`src/rtl/lagarto_wb_pkg.sv`:
```
// Shared definitions for the integer writeback arbiter.
//   WORD_W            default register file word width
//   STARVE_LIMIT_DEF  default number of denied cycles before a source is boosted
//   wb_src_e          source encoding carried on grant_src (debug/trace)
//   first_req()       fixed-priority pick, bit 0 (MEM) highest, bit 2 (ALU) lowest
package lagarto_wb_pkg;

  localparam int WORD_W           = 64;
  localparam int STARVE_LIMIT_DEF = 3;
  localparam int NUM_SRC          = 3;

  typedef enum logic [1:0] {
    SRC_NONE = 2'd0,
    SRC_MEM  = 2'd1,
    SRC_MUL  = 2'd2,
    SRC_ALU  = 2'd3
  } wb_src_e;

  // Request vector order is {alu, mul, mem}; the result is one-hot or zero.
  function automatic logic [NUM_SRC-1:0] first_req(input logic [NUM_SRC-1:0] req);
    first_req = '0;
    if (req[0])      first_req = 3'b001;
    else if (req[1]) first_req = 3'b010;
    else if (req[2]) first_req = 3'b100;
  endfunction

endpackage

```
`src/rtl/wb_starve_counter.sv`:
```
// Saturating wait counter for one writeback producer.
// Counts cycles in which the producer is valid but not granted; a source that
// has waited STARVE_LIMIT such cycles raises 'boosted'.
// Ports:
//   CLK, RST  clock, synchronous active-high reset (clears the count)
//   lock      pipeline freeze; the count holds while high
//   valid     producer has a result
//   ready     producer was granted this cycle
//   boosted   count has reached STARVE_LIMIT (registered, no comb path from ready)
module wb_starve_counter
  import lagarto_wb_pkg::*;
#(
  parameter int STARVE_LIMIT = STARVE_LIMIT_DEF
) (
  input  logic CLK,
  input  logic RST,
  input  logic lock,
  input  logic valid,
  input  logic ready,
  output logic boosted
);

  localparam int CW = (STARVE_LIMIT < 1) ? 1 : $clog2(STARVE_LIMIT + 1);
  localparam logic [CW-1:0] LIMIT = CW'(STARVE_LIMIT);

  logic [CW-1:0] cnt_q;

  // lock has priority over clearing: a frozen pipeline neither ages nor
  // forgets how long a source has already waited.
  always_ff @(posedge CLK) begin
    if (RST) begin
      cnt_q <= '0;
    end else if (lock) begin
      cnt_q <= cnt_q;
    end else if (!valid || ready) begin
      cnt_q <= '0;
    end else if (cnt_q != LIMIT) begin
      cnt_q <= cnt_q + 1'b1;
    end
  end

  assign boosted = (cnt_q == LIMIT);

endmodule

```
`src/rtl/int_writeback_arbiter.sv`:
```
// Integer writeback arbiter: picks at most one of three producers (MEM, MUL,
// ALU) per cycle and drives the register file write port through one
// register stage. Writes to x0 are consumed but not written.
//
// Build option: define WB_AGING_EN to add per-source wait counters; a source
// denied STARVE_LIMIT consecutive cycles beats all non-boosted sources.
// Without it, priority is strictly MEM > MUL > ALU.
//
// Ports:
//   CLK, RST                 clock, synchronous active-high reset
//   lock                     pipeline freeze, no grants while high
//   <src>_valid/addr/data    producer result (src = mem, mul, alu)
//   <src>_ready              combinational grant
//   write_enable1/addr1/data1  registered register file write port
//   grant_src                source of the current write (0 none, 1 MEM, 2 MUL, 3 ALU)
//
// Handshake: a producer raises valid with addr/data and holds all three
// stable until it sees ready; a transfer happens in the cycle where
// valid & ready are both 1. ready is never raised to a non-valid source and
// never depends on anything registered except the aging counters.
module int_writeback_arbiter #(
  parameter int WORD_W       = lagarto_wb_pkg::WORD_W,
  parameter int STARVE_LIMIT = lagarto_wb_pkg::STARVE_LIMIT_DEF
) (
  input  logic              CLK,
  input  logic              RST,
  input  logic              lock,
  input  logic              mem_valid,
  input  logic [4:0]        mem_addr,
  input  logic [WORD_W-1:0] mem_data,
  input  logic              mul_valid,
  input  logic [4:0]        mul_addr,
  input  logic [WORD_W-1:0] mul_data,
  input  logic              alu_valid,
  input  logic [4:0]        alu_addr,
  input  logic [WORD_W-1:0] alu_data,
  output logic              mem_ready,
  output logic              mul_ready,
  output logic              alu_ready,
  output logic              write_enable1,
  output logic [4:0]        write_addr1,
  output logic [WORD_W-1:0] write_data1,
  output logic [1:0]        grant_src
);

  import lagarto_wb_pkg::*;

  logic [NUM_SRC-1:0] valid_v;
  logic [NUM_SRC-1:0] cand_v;
  logic [NUM_SRC-1:0] grant_v;

  assign valid_v = {alu_valid, mul_valid, mem_valid};

`ifdef WB_AGING_EN
  logic [NUM_SRC-1:0] boost_v;
  logic [NUM_SRC-1:0] boost_req;

  wb_starve_counter #(.STARVE_LIMIT(STARVE_LIMIT)) u_cnt_mem (
    .CLK     (CLK),
    .RST     (RST),
    .lock    (lock),
    .valid   (mem_valid),
    .ready   (grant_v[0]),
    .boosted (boost_v[0])
  );

  wb_starve_counter #(.STARVE_LIMIT(STARVE_LIMIT)) u_cnt_mul (
    .CLK     (CLK),
    .RST     (RST),
    .lock    (lock),
    .valid   (mul_valid),
    .ready   (grant_v[1]),
    .boosted (boost_v[1])
  );

  wb_starve_counter #(.STARVE_LIMIT(STARVE_LIMIT)) u_cnt_alu (
    .CLK     (CLK),
    .RST     (RST),
    .lock    (lock),
    .valid   (alu_valid),
    .ready   (grant_v[2]),
    .boosted (boost_v[2])
  );

  // A counter can sit at the limit in the cycle its source drops valid, so
  // boost only counts for sources that are requesting now. If any boosted
  // source requests, only boosted sources compete (base priority among them).
  assign boost_req = valid_v & boost_v;
  assign cand_v    = (|boost_req) ? boost_req : valid_v;
`else
  assign cand_v = valid_v;
`endif

  assign grant_v   = (RST || lock) ? '0 : first_req(cand_v);
  assign mem_ready = grant_v[0];
  assign mul_ready = grant_v[1];
  assign alu_ready = grant_v[2];

  logic [4:0]        sel_addr;
  logic [WORD_W-1:0] sel_data;
  wb_src_e           sel_src;

  always_comb begin
    sel_addr = '0;
    sel_data = '0;
    sel_src  = SRC_NONE;
    if (grant_v[0]) begin
      sel_addr = mem_addr;
      sel_data = mem_data;
      sel_src  = SRC_MEM;
    end else if (grant_v[1]) begin
      sel_addr = mul_addr;
      sel_data = mul_data;
      sel_src  = SRC_MUL;
    end else if (grant_v[2]) begin
      sel_addr = alu_addr;
      sel_data = alu_data;
      sel_src  = SRC_ALU;
    end
  end

  // Output stage. Address and data hold across idle cycles so the port only
  // toggles on real grants; the enable alone qualifies them. An x0 grant
  // still loads addr/data/source but leaves the enable low.
  always_ff @(posedge CLK) begin
    if (RST) begin
      write_enable1 <= 1'b0;
      write_addr1   <= '0;
      write_data1   <= '0;
      grant_src     <= SRC_NONE;
    end else if (|grant_v) begin
      write_enable1 <= (sel_addr != 5'd0);
      write_addr1   <= sel_addr;
      write_data1   <= sel_data;
      grant_src     <= sel_src;
    end else begin
      write_enable1 <= 1'b0;
      grant_src     <= SRC_NONE;
    end
  end

endmodule

```
`config.mk`:
```
export PLATFORM = sky130hd
export DESIGN_NAME = int_writeback_arbiter
export DESIGN_NICKNAME = d
export VERILOG_FILES = /design/src/rtl/lagarto_wb_pkg.sv /design/src/rtl/wb_starve_counter.sv /design/src/rtl/int_writeback_arbiter.sv
export SDC_FILE = /design/constraint.sdc
export NUM_CORES = 1
export LEC_CHECK = 0
export BUFFER_PORTS_ARGS = -buffer_cell sky130_fd_sc_hd__buf_2
export CAP_MARGIN = 20
export CORE_MARGIN = 5
export CORE_UTILIZATION = 36
export DETAILED_ROUTE_END_ITERATION = 12
export PLACE_DENSITY = 0.88
export SLEW_MARGIN = 20
export SYNTH_ARGS = -nofsm -noshare
export SYNTH_HDL_FRONTEND = slang
export SYNTH_SLANG_ARGS = --single-unit
```
`constraint.sdc`:
```
create_clock -name CLK -period 1.5 [get_ports CLK]
set_input_delay 0 -clock CLK [delete_from_list [all_inputs] [get_ports CLK]]
set_output_delay 0 -clock CLK [all_outputs]
set_load 0.02 [all_outputs]
```
## Yosys cells after proc, flatten, opt, wreduce, memory -nomap -nowiden

Cells that the tools add are included.
Widths: inputs -> output; s select.

- Output and inout bits: 75
- Flip-flop bits (word level): 72
- Logic and storage cells: 24

- Bitwise gates (word level): 1
- Mux-type cells: 13
- Reduce and logical (&&, ||, !) cells: 5

Operators by type and width:

| operator | count |
|---|---|
| $mux 64 | 3 |
| $mux 5 | 3 |
| $mux 3 | 4 |
| $reduce_or 3->1 | 2 |
| $reduce_bool 5->1 | 1 |
| $mux 2 | 2 |
| $reduce_or 2->1 | 1 |
| $logic_or 1x1->1 | 1 |
| $mux 1 | 1 |
| $not 1->1 | 1 |

## Longest topological paths before layout

- Depth after elaboration: 8
- Mapped depth: 8
- Mapped depth without buffers: 4

## Worst setup path after synthesis

Ideal clock, no wire load.

- Path type: input-to-reg
- Start: input mem_valid
- End: register write_data1[40]
- Required time: 1419 ps
- Library setup time: 81 ps
- Stages on the path: 7
- Setup slack: 64 ps
- Arrival time: 1354 ps
- Path through: clkbuf_1 nor3_1 and2_1 buf_2 clkbuf_1 nand2_1 a211oi_2

RTL lines:

| item | line | text |
|---|---|---|
| start, declared | int_writeback_arbiter.sv:28 | `input logic mem_valid,` |
| $mux 3 * | lagarto_wb_pkg.sv:22 | `if (req[0]) first_req = 3'b001;` |
| $mux 3 * | int_writeback_arbiter.sv:94 | `assign grant_v = (RST \|\| lock) ? '0 : first_req(cand_v);` |
| via mul_ready | int_writeback_arbiter.sv:38 | `output logic mul_ready,` |
| $mux 64 | int_writeback_arbiter.sv:111 | `end else if (grant_v[1]) begin` |
| $mux 64 | int_writeback_arbiter.sv:107 | `if (grant_v[0]) begin` |
| end signal, assigned | int_writeback_arbiter.sv:134 | `write_data1 <= sel_data;` |
| end, declared | int_writeback_arbiter.sv:42 | `output logic [WORD_W-1:0] write_data1,` |

Mark *: on every way through the listed nets, which the timed path passes. The rest lies on a longest branch.
A chain may end at the register's enable or synchronous reset.

## Final worst setup path

- Start: input mem_valid
- End: output alu_ready

- Word-level cells in the longest chain between the ends: 2

Ends and longest elaborated chain:

| item | line | text |
|---|---|---|
| $mux 3 | lagarto_wb_pkg.sv:22 |  |
| $mux 3 | int_writeback_arbiter.sv:94 |  |
| end, declared | int_writeback_arbiter.sv:39 | `output logic alu_ready,` |

No other way between the ends.

==> flow_summary.yaml <==
run_status:
  status: "complete, no violations"
timing:
  hold_viol_final: 0
  finalSetupTns_ns: 0
  slew_headroom_pct: 67.3
  worst_slew_pin_slew_ns: 0.491
  final_max_slew_viol_count: 0
  final.setup.worst_slack_ns: 0.236
  grt_setup_unrepaired: "no"
  fin_skew_ns: 0
  setup_viol: 0
  min_period_ns: 1.26
  max_freq_ghz: 0.791
  post-route-period-util_pct: 84.3
clock_network:
  cts_tree: "built"
  cts-root-buf: "clkbuf_8"
  postCtsHoldBufs: 78
  clockBufferDepth: 2
  h-tree-depth: 3
  clock_sinks: 72
  cts.clk_slew.worst_paths_ns: 0.09
  postCtsSetupBuffers: 0
  numCtsBuffers: 9
  cts-resized-gates: 0
  clk_latency_ns: 0.33
min_path:
  hold_path_class: "in2reg"
  holdPathStages: 3
worst_setup_path:
  r2r-end: "write_data1[19]"
  path_common_cell: "buf_2"
  cp_top_family: "simple AND/OR/NAND/NOR gates"
  critPathCaptureType: "output pin"
  crit_end: "alu_ready"
  timing.critical_path.depth: 5
  r2r_start: "write_data1[19]"
  rrSetupSlack_ns: 0.68
  crit_path_max_fanout: 32
  cp.buffers_inverters: 3
  crit_slowest_cell: "or3_1"
  startpoint: "mem_valid"
  path_cells: "buf_2 > or3_1 > nor3b_4 > buf_12 > buf_2"
  cp.required_ns: 1.50
  critPathArrivalTime_ns: 1.26
  start_kind: "input pin"
  critical_path.max_stage_delay_ns: 0.43
  critPathKind: "in2out"
  reg2regPathDepth: 2
detailed_routing:
  drcViolationCount: 0
  drt_first_iter_violations: 600
  firstDrtPassIters: 5
  routedWlPerCell_um: 18.9
  num_vias: 5030
  routed_wl_um: 17000
  antenna_left: 0
  vias_per_cell: 5.56
synth:
  synth.mux.area_fraction_pct: 0
  synthFlopType: "dfxtp_1"
  async_reset_ff_share_pct: 0
  synthXorXnorAreaFrac_pct: 0
  ys_seq_elements: 72
  synth_edf_count: 0
  synth_compound_area_share_pct: 34.8
  netlist_instances: 418
  yosys_warnings: 0
  ys_seq_area_share_pct: 38.6
  synthSimpleGateAreaFrac_pct: 20.0
  avgSynthCellArea_sq_um: 8.93
  synth_top_family_by_area: "compound AO/OA/AOI/OAI gates"
  yosysUniqueCellTypes: 25
  synthAdderAreaFrac_pct: 0
  netlist_area_sq_mm: 0.00373
  syn-num-nets: 631
place:
  hpwl_um: 10800
  place_area_sq_mm: 0.00531
  place_ws_ns: 0.0204
  port_buffers: 287
  dp_cells: 809
  gp_congestion: 0.854
global_routing:
  grt_max_degree: 60
  grt_usage_pct: 25.9
  grt_overflow_total: 0
  grt_pass1_vias: 5111
  antenna_found_initial: 1
  grt_pass1_wl_um: 26500
floorplanning:
  die_w_um: 112
  fp-row-count: 37
  initial_core_util_pct: 36.5
  ioPinCount: 288
  die_h_um: 112
  design.die.area_sq_mm: 0.0125
  core_area_sq_mm: 0.0102
layout:
  multi_input_area_sq_mm: 0.00206
  fin_cells: 904
  register_area_sq_mm: 0.00144
  fin_area_sq_mm: 0.00636
  syn2layout_area_growth_pct: 70.4
  mostFrequentLayoutCells: "buf_2 (287), dlygate4sd3_1 (79), dfxtp_1 (72)"
  layout_commonest_cell: "buf_2"
  n_antenna_cell: 0
  nets: 976
  drive_gt1_share_pct: 47.0
  fill_cells: 791
pwr:
  ir_worst_vdd_mv: 0.463
  leakagePower_nw: 2.99
  power_density_mw_per_mm2: 861
  finalPower_mw: 5.47
run:
  maxCapViolations: 0
through the flow:
stage	hold slack [ns]	utilization (%)
2_1_floorplan	0.139	-
3_3_place_gp	0.222	51.9
3_5_place_dp	0.230	51.9
4_1_cts	0.0000882	62.1
5_1_grt	0.0108	62.1
6_report	0.0122	62.1
layout make-up:
class                      count  share of cell area [%]
multi-input combinational    294                    32.3
inverter                       4                   0.236
tap                          136                    2.68
clock inverter                 5                    1.61
timing repair buffer         382                    38.1
sequential                    72                    22.7
clock buffer                  11                    2.38
layer usage:
| metal | vias to the layer above | global-route usage, % | routed length (um) |
|---|---|---|---|
| met1 | 2339 | 28.9 | 6230 |
| met5 | - | 0 | 13 |
| li1 | 2260 | - | - |
| met3 | 65 | 6.58 | 1690 |
| met2 | 364 | 44.4 | 8320 |
| met4 | 2 | 14.8 | 787 |
report_power, final:
group	internal, mW	leakage (nW)	switching (mW)
combinational	0.669	2.27	0.720
sequential	2.06	0.593	0.0830
clock	1.19	0.126	0.751
flip-flops by register name, indices dropped and copies added, names as in the netlist:
signal and flops:
grant_src 2, write_addr1 5, write_data1 64, write_enable1 1
cells in the mapped netlist, drive strengths merged, types with 3 or more instances:
cell type / instances / area share (%)
a21oi: 39 / 5.2
nand2: 70 / 7.0
nand3b: 38 / 7.6
buf: 16 / 3.0
nor2: 33 / 3.3
a211oi: 30 / 9.8
a21o: 4 / 0.80
clkbuf: 32 / 3.2
inv: 4 / 0.40
dfxtp: 72 / 39
a221oi: 34 / 9.5
a221o: 34 / 9.1
and2: 3 / 0.50
worst min path at each step:
stage / from / slack (ns) / end
2_1_floorplan: mem_data[0] / 0.14 / write_data1[0]
3_3_place_gp: mem_data[60] / 0.22 / write_data1[60]
3_5_place_dp: mem_data[50] / 0.23 / write_data1[50]
4_1_cts: mul_data[63] / 0.00009 / write_data1[63]
5_1_grt: alu_data[41] / 0.01 / write_data1[41]
6_report: mem_data[26] / 0.01 / write_data1[26]
cells by family (layout without fill, tap and decap cells):
logic type,after synthesis,count (layout)
and+or+nand+nor,151,151
buffers and inverters,52,402
DFF,72,72
AOI/OAI and AO/OA,143,143
worst register-to-register path: stages (launching register included):
cell and delay (ns):
dfxtp_1 0.37, nor2_1 0.07, a211oi_1 0.29
(Power assumes the default switching activity.)
